[config.mk]
export PLATFORM = sky130hd
export DESIGN_NAME = ncr_slave_bridge
export DESIGN_NICKNAME = d
export VERILOG_FILES = /design/src/rtl/ncr_slave_bridge.sv
export SDC_FILE = /design/constraint.sdc
export NUM_CORES = 1
export LEC_CHECK = 0
export ABC_AREA = 1
export ABC_CLOCK_PERIOD_IN_PS = 3700
export BUFFER_PORTS_ARGS = -buffer_cell sky130_fd_sc_hd__buf_2
export CAP_MARGIN = 15
export CORE_ASPECT_RATIO = 0.8
export CORE_UTILIZATION = 39
export DETAILED_ROUTE_END_ITERATION = 6
export GPL_TIMING_DRIVEN = 0
export HOLD_SLACK_MARGIN = 0.1
export PLACE_DENSITY_LB_ADDON = 0.05
export SETUP_SLACK_MARGIN = 0.5
export SYNTH_ARGS = -nofsm -noshare
export SYNTH_HDL_FRONTEND = slang
export SYNTH_SLANG_ARGS = --single-unit
[constraint.sdc]
create_clock -name CLK -period 3.7 [get_ports CLK]
set_input_delay 0 -clock CLK [delete_from_list [all_inputs] [get_ports CLK]]
set_output_delay 0 -clock CLK [all_outputs]
set_load 0.05 [all_outputs]
[src/rtl/ncr_slave_bridge.sv]
// Zorro III SCSI-window slave cycle to NCR 53C710 68030-style slave access.
// Drives NCR strobes and data-buffer enables, synchronizes SLACK, bounds access time.
module ncr_slave_bridge #(
    parameter int SETUP_CYCLES    = 1,
    parameter int TIMEOUT_CYCLES  = 64,
    parameter int RECOVERY_CYCLES = 2
) (
    input  logic       CLK,
    input  logic       IORST_n,
    input  logic       scsi_cycle,
    input  logic       fcs_n,
    input  logic [3:0] ds_n,
    input  logic       read,
    input  logic       slack_n,
    output logic       ncr_sreg_n,
    output logic       ncr_as_n,
    output logic       d2z_n,
    output logic       z2d_n,
    output logic       dboe_n,
    output logic       scsi_dtack,
    output logic       timeout
);

    localparam int SW = (SETUP_CYCLES > 1) ? $clog2(SETUP_CYCLES) : 1;
    localparam int TW = (TIMEOUT_CYCLES > 1) ? $clog2(TIMEOUT_CYCLES) : 1;
    localparam int RW = (RECOVERY_CYCLES > 1) ? $clog2(RECOVERY_CYCLES) : 1;

    localparam logic [SW-1:0] SETUP_LAST = SW'(SETUP_CYCLES - 1);
    localparam logic [TW-1:0] TO_LAST    = TW'(TIMEOUT_CYCLES - 1);
    localparam logic [RW-1:0] REC_LAST   = RW'(RECOVERY_CYCLES - 1);

    typedef enum logic [2:0] {
        IDLE, SETUP, ACCESS, ACK, RECOVER
    } state_t;

    state_t state_q, state_d;

    logic [SW-1:0] setup_cnt_q, setup_cnt_d;
    logic [TW-1:0] to_cnt_q, to_cnt_d;
    logic [RW-1:0] rec_cnt_q, rec_cnt_d;
    logic [1:0]    slack_q;
    logic          slack_s;
    logic          to_hit;

    logic dir_q, dir_d;
    logic sreg_q, sreg_d;
    logic as_q, as_d;
    logic d2z_q, d2z_d;
    logic z2d_q, z2d_d;
    logic dboe_q, dboe_d;
    logic dtack_q, dtack_d;
    logic to_q, to_d;

    assign slack_s = slack_q[1];

    always_ff @(posedge CLK or negedge IORST_n) begin
        if (!IORST_n) begin
            state_q     <= IDLE;
            setup_cnt_q <= '0;
            to_cnt_q    <= '0;
            rec_cnt_q   <= '0;
            slack_q     <= 2'b11;
            dir_q       <= 1'b0;
            sreg_q      <= 1'b1;
            as_q        <= 1'b1;
            d2z_q       <= 1'b1;
            z2d_q       <= 1'b1;
            dboe_q      <= 1'b1;
            dtack_q     <= 1'b0;
            to_q        <= 1'b0;
        end else begin
            state_q     <= state_d;
            setup_cnt_q <= setup_cnt_d;
            to_cnt_q    <= to_cnt_d;
            rec_cnt_q   <= rec_cnt_d;
            slack_q     <= {slack_q[0], slack_n};
            dir_q       <= dir_d;
            sreg_q      <= sreg_d;
            as_q        <= as_d;
            d2z_q       <= d2z_d;
            z2d_q       <= z2d_d;
            dboe_q      <= dboe_d;
            dtack_q     <= dtack_d;
            to_q        <= to_d;
        end
    end

    // FCS_n release outranks SLACK and timeout in every active state
    always_comb begin
        state_d = state_q;
        to_hit  = 1'b0;
        unique case (state_q)
            IDLE: begin
                if (scsi_cycle && !fcs_n && (read || ds_n != 4'hF))
                    state_d = SETUP;
            end
            SETUP: begin
                if (fcs_n)
                    state_d = RECOVER;
                else if (setup_cnt_q == SETUP_LAST)
                    state_d = ACCESS;
            end
            ACCESS: begin
                if (fcs_n) begin
                    state_d = RECOVER;
                end else if (!slack_s) begin
                    state_d = ACK;
                end else if (to_cnt_q == TO_LAST) begin
                    state_d = ACK;
                    to_hit  = 1'b1;
                end
            end
            ACK: begin
                if (fcs_n)
                    state_d = RECOVER;
            end
            RECOVER: begin
                if (rec_cnt_q == REC_LAST && slack_s)
                    state_d = IDLE;
            end
            default: state_d = IDLE;
        endcase
    end

    // Counters sit at zero outside their state, so they start cleared on entry
    always_comb begin
        setup_cnt_d = '0;
        to_cnt_d    = '0;
        rec_cnt_d   = '0;
        if (state_q == SETUP)
            setup_cnt_d = (setup_cnt_q == SETUP_LAST) ? setup_cnt_q
                                                      : setup_cnt_q + 1'b1;
        if (state_q == ACCESS)
            to_cnt_d = (to_cnt_q == TO_LAST) ? to_cnt_q : to_cnt_q + 1'b1;
        if (state_q == RECOVER)
            rec_cnt_d = (rec_cnt_q == REC_LAST) ? rec_cnt_q : rec_cnt_q + 1'b1;
    end

    always_comb begin
        logic active;
        logic strobe;
        active  = state_d inside {SETUP, ACCESS, ACK};
        strobe  = state_d inside {ACCESS, ACK};
        dir_d   = (state_q == IDLE && state_d == SETUP) ? read : dir_q;
        dboe_d  = !active;
        d2z_d   = !(active && dir_d);
        z2d_d   = !(active && !dir_d);
        sreg_d  = !strobe;
        as_d    = !strobe;
        dtack_d = (state_d == ACK);
        to_d    = (state_d == ACK) && (to_hit || to_q);
    end

    assign ncr_sreg_n = sreg_q;
    assign ncr_as_n   = as_q;
    assign d2z_n      = d2z_q;
    assign z2d_n      = z2d_q;
    assign dboe_n     = dboe_q;
    assign scsi_dtack = dtack_q;
    assign timeout    = to_q;

endmodule

==> results.cfg, run 1 <==
[outcome]
status = finished clean

[clock_network]
clk_pin_slew_ns = 0.11
cts_made_buffers = 3
ctsHoldBuffers = 6
htree_levels = 1
postCtsSetupBuffers = 0
tritoncts = yes
clk_path_buf_depth = 2
ctsResizeCount = 0
cts_sinks = 19
worstSkewPairLatency_ns = 0.30
cts_root_buf = clkbuf_4

[die]
initial_core_util_pct = 41.3
dieHeight_um = 44.8
die_w_um = 55.4
io_pins = 17
fp.coreArea_um2 = 2160
dieArea_um2 = 2480
rows = 15

[power]
p_leak_nw = 0.556
ir_drop_v = 0.000387
power_uw = 626
p_comb_share_pct = 38.8
power_frac_clock_pct = 16.4
p_sw_uw = 251
p_sw_share_pct = 40.1
power_density_nw_per_um2 = 574
cellInternalPower_uw = 375
power.share.sequential_pct = 44.8

[synthesis]
yosysWarnings = 0
synthTopCellsByCount = 23 x nand2_1, 16 x inv_1, 13 x dfrtp_1
synthArstFlopShare_pct = 100
yosysTopAreaCell = dfrtp_1
synth_cell_types = 22
ys_ff_latch = 19
synth_flop_cell = dfrtp_1
yosysMostFrequentCell = nand2_1
synth_edf_count = 0
synthTopCellsByArea = dfrtp_1 37%, dfstp_2 18%, nand2_1 9.7%
syn_inst = 100
syn_nets = 111
netlist_area_um2 = 891
synth_top_area_share_pct = 36.5
seq_area_frac_synth_pct = 54.2
synth.avg_cell_area_um2 = 8.91

[sta]
max_slew_margin_pct = 73.1
hold_violations = 0
setup_violations = 0
rsz0062_at_grt = false
timing.hold.ws_ns = 0.141
worst_pin_slew_ns = 0.403
finalCritPeriodShare_pct = 47.0
timing.setup.tns_ns = 0
finalMaxSlewViolations = 0
clock_skew_ns = 0.0150
max_freq_mhz = 575
fin_crit_ns = 1.74

[route]
wl_per_cell_um = 9.84
drt_first_pass_iters = 2
vias = 672
first_iter_violations = 6
vias_per_cell = 4.45
remaining_drc_errors = 0
drtAntennaViolNets = 0
routed_wl_mm = 1.49

[placement]
placedCellCount = 141
dp_hpwl_mm = 1.15
gp_congestion = 0.747
io_buffers = 16

[setup_path]
start_kind = register
r2r-start = to_cnt_q[0]
setup.worst_path.class = reg -> reg
cp-end-kind = register
required_ns = 3.95
worstPathArrival_ns = 1.99
cp_max_fo = 4
crit_path_start = to_cnt_q[0]

[layout]
layout-drive-gt1-share_pct = 29.4
syn_to_final_growth_pct = 22.3
final_cells = 151
antenna_cells = 0
fill_cells = 212
final_util_pct = 50.5
layout.nets = 138

[hold_path]
hp-class = in -> async

[grt]
grt_max_degree = 20
grt_overflow = 0
first_global_vias = 577
grt_use_total_pct = 13.6
antenna_found_initial = 0
grt_pass1_wl_mm = 2.51

[job]
maxCapViolCount = 0
[path summary, 6_finish.rpt]
path / cells past startpoint / slack, ns / endpoint
max reg2reg: 8 / 1.96 / state_q[0]
min reg2reg: 0 / 0.36 / slack_q[1]
max: 8 / 1.96 / state_q[0]
min: 2 / 0.14 / to_cnt_q[3]
max in group asynchronous: 2 / 3.22 / slack_q[1]
min in group CLK: 8 / 0.21 / dir_q
[metrics by stage]
stage / setup WS, ns / cell area (µm²)
2_1_floorplan: 2.52 / 891
3_3_place_gp: 2.42 / 1000
3_5_place_dp: 2.40 / 1000
4_1_cts: 1.95 / 1090
5_1_grt: 1.88 / 1090
6_report: 1.96 / 1090
[cell families after synthesis]
family	after synthesis	share of synthesized area (%)
adders and majority gates	1	1.40
and+or+nand+nor	48	25.4
xor gates and xnor gates	2	1.97
buffers and inverters	18	8.01
DFF	19	54.2
AOI/OAI and AO/OA	12	8.99
[sequential cells by signal, indices dropped and copies added, names as in the netlist]
signal and count:
dboe_n 1, d2z_n 1, state_q 3, rec_cnt_q 1
timeout 1, dir_q 1, slack_q 2, scsi_dtack 1
ncr_as_n 1, z2d_n 1, to_cnt_q 6
[cell type report]
type,instances,area (µm²),area share (%)
buffer,1,7.51,0.689
clock buffer,3,22.5,2.07
clock inverter,1,5.00,0.459
inverter,17,63.8,5.86
multi-input combinational,63,337,30.9
sequential,19,483,44.3
tap,25,31.3,2.87
timing repair buffer,22,140,12.9
[per-layer routing]
layer	share of wire (%)	track usage, %	vias to the layer above
met2	42	18.6	16
met1	52	19.3	293
met3	4.4	4.30	4
li1	-	-	359
met4	1.8	7.50	0
met5	0	0	-
[critical path, stage by stage (launching register included)]
cell           delay, ns
dfrtp_1             0.39
ha_1                0.24
nand3_4             0.13
o21bai_4            0.13
nand2_1             0.08
nand2_1             0.07
nand2_2             0.06
dlygate4sd3_1       0.56
inv_1               0.05
[power groups by stage]
stage | clock network [mW] | logic [mW] | registers, mW
2_1_floorplan | 0 | 0.128 | 0.342
3_3_place_gp | 0 | 0.233 | 0.284
3_5_place_dp | 0 | 0.236 | 0.284
4_1_cts | 0.108 | 0.246 | 0.281
5_1_grt | 0.118 | 0.268 | 0.285
6_report | 0.103 | 0.243 | 0.280
[placed cells by master (no fill, tap or decap), types with 4 or more instances in the layout]
master and n:
nand2_1 23, inv_1 16, buf_2 16, dfrtp_1 13
nor2_1 11, dfstp_2 6, dlygate4sd3_1 6, nand3_1 5
nand2_2 4, o21ai_0 4
Power figures use the tool's default switching activity.
==> inputs of run 2 (changes only) <==
--- a/config.mk
+++ b/config.mk
@@ -6,7 +6,7 @@
 export NUM_CORES = 1
 export LEC_CHECK = 0
 export ABC_AREA = 1
-export ABC_CLOCK_PERIOD_IN_PS = 3700
+export ABC_CLOCK_PERIOD_IN_PS = 1700
 export BUFFER_PORTS_ARGS = -buffer_cell sky130_fd_sc_hd__buf_2
 export CAP_MARGIN = 15
 export CORE_ASPECT_RATIO = 0.8
==> constraint.sdc (replaced) <==
create_clock -name CLK -period 1.7 [get_ports CLK]
set_input_delay 0 -clock CLK [delete_from_list [all_inputs] [get_ports CLK]]
set_output_delay 0 -clock CLK [all_outputs]
set_load 0.05 [all_outputs]
==> run 2 against run 1 <==
Compared with the run above: highest routed layer unchanged; cell area up 6.5%; non-clock buffer count up 6; core utilization up 3.3 points; routed wire length up 3.8%; clock skew up 0.0019 ns; power up 130%; critical path type unchanged; cell count up 4.0%; count of clock-buffer cells in the layout unchanged; global-route usage up 0.19 points.
==> results.cfg, run 2 (synthesis results as in run 1) <==
[outcome]
status = finished clean

[grt]
antenna_found_initial = 0
grt_use_total_pct = 13.8
grt_max_degree = 20
grt_overflow = 0
grt_pass1_wl_mm = 2.56
first_global_vias = 593

[clock_network]
clk_pin_slew_ns = 0.12
worstSkewPairLatency_ns = 0.30
htree_levels = 1
tritoncts = yes
cts_root_buf = clkbuf_4
cts_sinks = 19
clk_path_buf_depth = 2
cts_made_buffers = 3

[layout]
antenna_cells = 0
fin_area_um2 = 1160
final_common_cell = nand2_1
syn_to_final_growth_pct = 30.3
final_cell_mix = 20 x nand2_1, 16 x inv_1, 15 x buf_2
final_cells = 157
largest_register_ffs = 6
layout.nets = 144
reg_top3 = to_cnt_q (6), state_q (3), slack_q (2)
top_register = to_cnt_q
layout-drive-gt1-share_pct = 37.1

[setup_path]
required_ns = 1.95
cpMaxStageDelayCell = dfrtp_1
cp_max_fo = 3
start_kind = register
path_cells = ha_2, nand3_4, o21bai_4, nand2_2, nand2_1, nand2_2, nand2_2, nand2_1
cpPeakStageDelay_ns = 0.36
path_common_cell = nand2_2
worstPathArrival_ns = 1.44
cp-end-kind = register
setup.worst_path.class = reg -> reg

[power]
power_density_nw_per_um2 = 1220
p_leak_nw = 0.591
ir_drop_v = 0.000844

[route]
drtAntennaViolNets = 0
vias_per_cell = 4.43
routed_wl_mm = 1.54
first_iter_violations = 4
drt_first_pass_iters = 3
wl_per_cell_um = 9.82
vias = 696
remaining_drc_errors = 0

[sta]
fin_ws_ns = 0.505
finalMaxSlewViolations = 0
rsz0062_at_grt = true
timing.hold.ws_ns = 0.137
max_freq_mhz = 837
finalCritPeriodShare_pct = 70.3
worst_pin_slew_ns = 0.402
setup_violations = 0
max_slew_margin_pct = 73.2
hold_violations = 0
clock_skew_ns = 0.0168
timing.setup.tns_ns = 0
fin_crit_ns = 1.19

[placement]
placedCellCount = 141
preCtsSetupSlack_ns = 0.402
gp_congestion = 0.747
dp_hpwl_mm = 1.15
io_buffers = 16
postPlaceCellArea_um2 = 1000

[die]
io_pins = 17
die_w_um = 55.4
rows = 15
fp.coreArea_um2 = 2160
initial_core_util_pct = 41.3
dieArea_um2 = 2480
dieHeight_um = 44.8

[hold_path]
hp-class = in -> async

[job]
maxCapViolCount = 0
[run 2: final cells by class]
| class | count | area [µm²] |
|---|---|---|
| flip-flops and latches | 19 | 483 |
| plain buffers | 1 | 7.51 |
| fillers | 203 | 997 |
| repair buffers | 28 | 189 |
| multi-input cells | 63 | 359 |
| clock buffers | 3 | 22.5 |
| inverters | 17 | 63.8 |
| well taps | 25 | 31.3 |
| clock inverters | 1 | 5.00 |
[run 2: per-stage QoR]
| step | power, mW | util [%] |
|---|---|---|
| floorplan | 1.02 | - |
| global placement | 1.13 | 46.4 |
| detailed placement | 1.13 | 46.4 |
| CTS | 1.38 | 51.5 |
| global route | 1.51 | 53.8 |
| finish | 1.41 | 53.8 |
[run 2: worst paths after layout]
check                                  from     endpoint  slack [ns]  cells past startpoint
worst max-delay path            to_cnt_q[0]        z2d_n        0.51                      8
worst max register to register  to_cnt_q[0]        z2d_n        0.51                      8
max in group asynchronous           IORST_n   slack_q[1]        1.22                      2
worst min-delay path                IORST_n  to_cnt_q[3]        0.14                      2
worst min register to register   slack_q[0]   slack_q[1]        0.36                      0
min in group CLK                    ds_n[0]   state_q[0]        0.16                      8
[run 2: what timing repair did]
action                                 in CTS  in global routing
setup buffers                               4                  3
endpoints found under the hold margin      29                  0
resized for setup                           1                  9
setup endpoints to repair                   6                 10
pin swaps                                   1                  5
hold buffers                                5                  0
[run 2: power breakdown]
part | total, mW | switching (mW) | leakage [nW] | internal (mW)
logic | 0.578 | 0.394 | 0.333 | 0.185
clock network | 0.227 | 0.139 | 0.0177 | 0.0878
registers | 0.610 | 0.0456 | 0.240 | 0.564
total | 1.41 | 0.578 | 0.591 | 0.837
[run 2: worst max-delay path, delay by kind of cell, from the launching register on]
family | cells | cell delay, ns
AND/OR/NAND/NOR | 6 | 0.45
flip-flops | 1 | 0.36
adder cells (fa/ha/maj) | 1 | 0.21
AO/OA/AOI/OAI | 1 | 0.14
[run 2: metal layers]
metal / track usage [%] / part of all wire (%) / vias up
met2: 19.0 / 44 / 15
met1: 19.5 / 51 / 306
met4: 7.50 / 1.8 / 0
li1: - / - / 371
met5: 0 / 0 / -
met3: 4.30 / 3.8 / 4
==> inputs of run 3 (changes only) <==
--- a/config.mk
+++ b/config.mk
@@ -5,8 +5,8 @@
 export SDC_FILE = /design/constraint.sdc
 export NUM_CORES = 1
 export LEC_CHECK = 0
-export ABC_AREA = 1
-export ABC_CLOCK_PERIOD_IN_PS = 1700
+export ABC_AREA = 0
+export ABC_CLOCK_PERIOD_IN_PS = 1200
 export BUFFER_PORTS_ARGS = -buffer_cell sky130_fd_sc_hd__buf_2
 export CAP_MARGIN = 15
 export CORE_ASPECT_RATIO = 0.8
==> constraint.sdc (replaced) <==
create_clock -name CLK -period 1.2 [get_ports CLK]
set_input_delay 0 -clock CLK [delete_from_list [all_inputs] [get_ports CLK]]
set_output_delay 0 -clock CLK [all_outputs]
set_load 0.05 [all_outputs]
==> run 3 against run 2 <==
Compared with the run above: the flow now finishes with violations (hold timing, setup timing); maximum frequency fell by 3.7%; hold slack got worse by 0.14 ns; clock power rose by 42%; cell area rose by 17%; clock skew fell by 0.0059 ns; worst setup slack got worse by 0.55 ns; register-to-register slack got worse by 0.55 ns; core utilization rose by 16 points; via count rose by 9.5%; critical path depth fell by 4; cell count fell by 11%; critical path type unchanged.
==> results.cfg, run 3 <==
[layout]
antenna_cells = 0
top_register = to_cnt_q
syn_to_final_growth_pct = 63.8
final_common_cell = buf_4
layout.nets = 128
reg_top3 = to_cnt_q (6), state_q (3), slack_q (2)
final_cell_mix = 11 x buf_4, 10 x dfrtp_1, 9 x buf_2
largest_register_ffs = 6
layout-drive-gt1-share_pct = 61.2
fill_cells = 145

[job]
maxCapViolCount = 0

[setup_path]
start_kind = register
r2r_slack_ns = -0.04
cp_max_fo = 6
cp-end-kind = register
setup.worst_path.class = reg -> reg
r2r-start = to_cnt_q[1]
timing.rr.end = timeout
r2r_cells = 4
worstPathArrival_ns = 1.48
required_ns = 1.44

[die]
initial_core_util_pct = 42.5
rows = 14
fp.coreArea_um2 = 1940
die_w_um = 53.5
dieHeight_um = 43.2
dieArea_um2 = 2310
io_pins = 17

[grt]
grt_pass1_wl_mm = 3.39
first_global_vias = 726
grt_use_total_pct = 21.4
grt_overflow = 0
grt_max_degree = 20
antenna_found_initial = 0

[power]
power_density_nw_per_um2 = 1520
ir_drop_v = 0.00124
p_leak_nw = 0.567

[sta]
timing.hold.ws_ns = -0.00749
worst_pin_slew_ns = 0.434
max_freq_mhz = 806
hold_violations = 1
max_slew_margin_pct = 71.1
setup_violations = 4
clock_skew_ns = 0.0110
rsz0062_at_grt = true
finalCritPeriodShare_pct = 103
finalMaxSlewViolations = 0
timing.setup.tns_ns = -0.0551
fin_crit_ns = 1.24
fin_ws_ns = -0.0410

[synthesis]
synth_cell_types = 28
synth_top_area_share_pct = 39.3
syn_nets = 87
synth_edf_count = 0
yosysWarnings = 0
yosysTopAreaCell = dfrtp_1
syn_inst = 76
synth_flop_cell = dfrtp_1
synth.avg_cell_area_um2 = 10.9
synthTopCellsByCount = 13 x dfrtp_1, 9 x o21ai_0, 6 x dfstp_2
synthArstFlopShare_pct = 100
ys_ff_latch = 19
seq_area_frac_synth_pct = 58.4
yosysMostFrequentCell = dfrtp_1
synthTopCellsByArea = dfrtp_1 39%, dfstp_2 19%, o21ai_0 5.4%
netlist_area_um2 = 827

[hold_path]
hp-start = read
hp-class = in -> reg
min_path_cells = 2
hold_end = dir_q

[clock_network]
worstSkewPairLatency_ns = 0.30
cts_made_buffers = 3
tritoncts = yes
cts_sinks = 19
cts_root_buf = clkbuf_4
ctsHoldBuffers = 3
htree_levels = 1
clk_path_buf_depth = 2
clk_pin_slew_ns = 0.11

[route]
drt_first_pass_iters = 4
first_iter_violations = 4
wl_per_cell_um = 15.0
remaining_drc_errors = 0
vias = 762
routed_wl_mm = 2.10
drtAntennaViolNets = 0
vias_per_cell = 5.44

[placement]
dp_hpwl_mm = 1.10
preCtsSetupSlack_ns = -0.0435
io_buffers = 16
gp_congestion = 0.769

[outcome]
violations = hold timing, setup timing
status = finished with violations
[run 3: repair_timing]
item | 4_1_cts | 5_1_grt
pin swaps | 7 | 8
resized for setup | 32 | 14
setup buffers | 12 | 5
endpoints found under the setup margin | 24 | 24
endpoints found under the hold margin | 30 | 8
[run 3: metal layers]
metal	up-vias	part of all wire [%]	track usage (%)
met2	15	49	33.8
met4	0	0.90	6.32
met1	379	47	27.8
met5	-	0	0
met3	2	2.9	6.45
li1	366	-	-
[run 3: how the worst max path moves through the flow]
stage | from | end | slack [ns] | depth (start not counted)
after floorplan | to_cnt_q[1] | timeout | 0.05 | 4
after global placement | state_q[1] | to_cnt_q[2] | -0.06 | 3
after detailed placement | to_cnt_q[1] | timeout | -0.04 | 4
after CTS | to_cnt_q[0] | timeout | -0.006 | 4
after global routing | to_cnt_q[1] | to_cnt_q[2] | -0.10 | 4
final | to_cnt_q[1] | timeout | -0.04 | 4
[run 3: final cells by class]
cell class,instances,area (µm²),area share [%]
tap,24,30.0,2.22
sequential,19,487,35.9
clock buffer,4,26.3,1.94
inverter,1,3.75,0.277
buffer,1,15.0,1.11
multi-input combinational,55,470,34.7
timing repair buffer,36,323,23.8
[run 3: cell families (layout without fill, tap and decap cells)]
| family | after synthesis | after routing | synth area share [%] |
|---|---|---|---|
| buf+inv | 2 | 42 | 1.36 |
| xor+xnor | 1 | 1 | 1.06 |
| simple gates | 35 | 35 | 25.1 |
| compound gates | 18 | 18 | 12.6 |
| flops | 19 | 19 | 58.4 |
| fa+ha+maj | 1 | 1 | 1.51 |
[run 3: power breakdown]
group | switching, mW | total [mW] | internal, mW
Clock | 0.193 | 0.323 | 0.130
Combinational | 0.416 | 0.866 | 0.450
Sequential | 0.106 | 0.876 | 0.770
Total | 0.715 | 2.06 | 1.35
[run 3: critical path, stage by stage, from the launching register on]
cell and delay, ns:
dfrtp_1 0.42, ha_4 0.19, nand3_4 0.10, or3_4 0.35
a21oi_2 0.12
[run 3: per-stage QoR]
step                      instances  area, µm²  hold slack, ns  power [mW]  utilization [%]
after CTS                       135       1260         -0.0261        1.92             64.8
after global routing            140       1360        0.000953        2.17             69.7
after detailed placement        116       1010         -0.0423        1.33             52.2
after global placement          116       1010         -0.0438        1.33             52.2
after floorplan                  76        905          -0.296        1.22                -
final                           140       1360        -0.00749        2.06             69.7
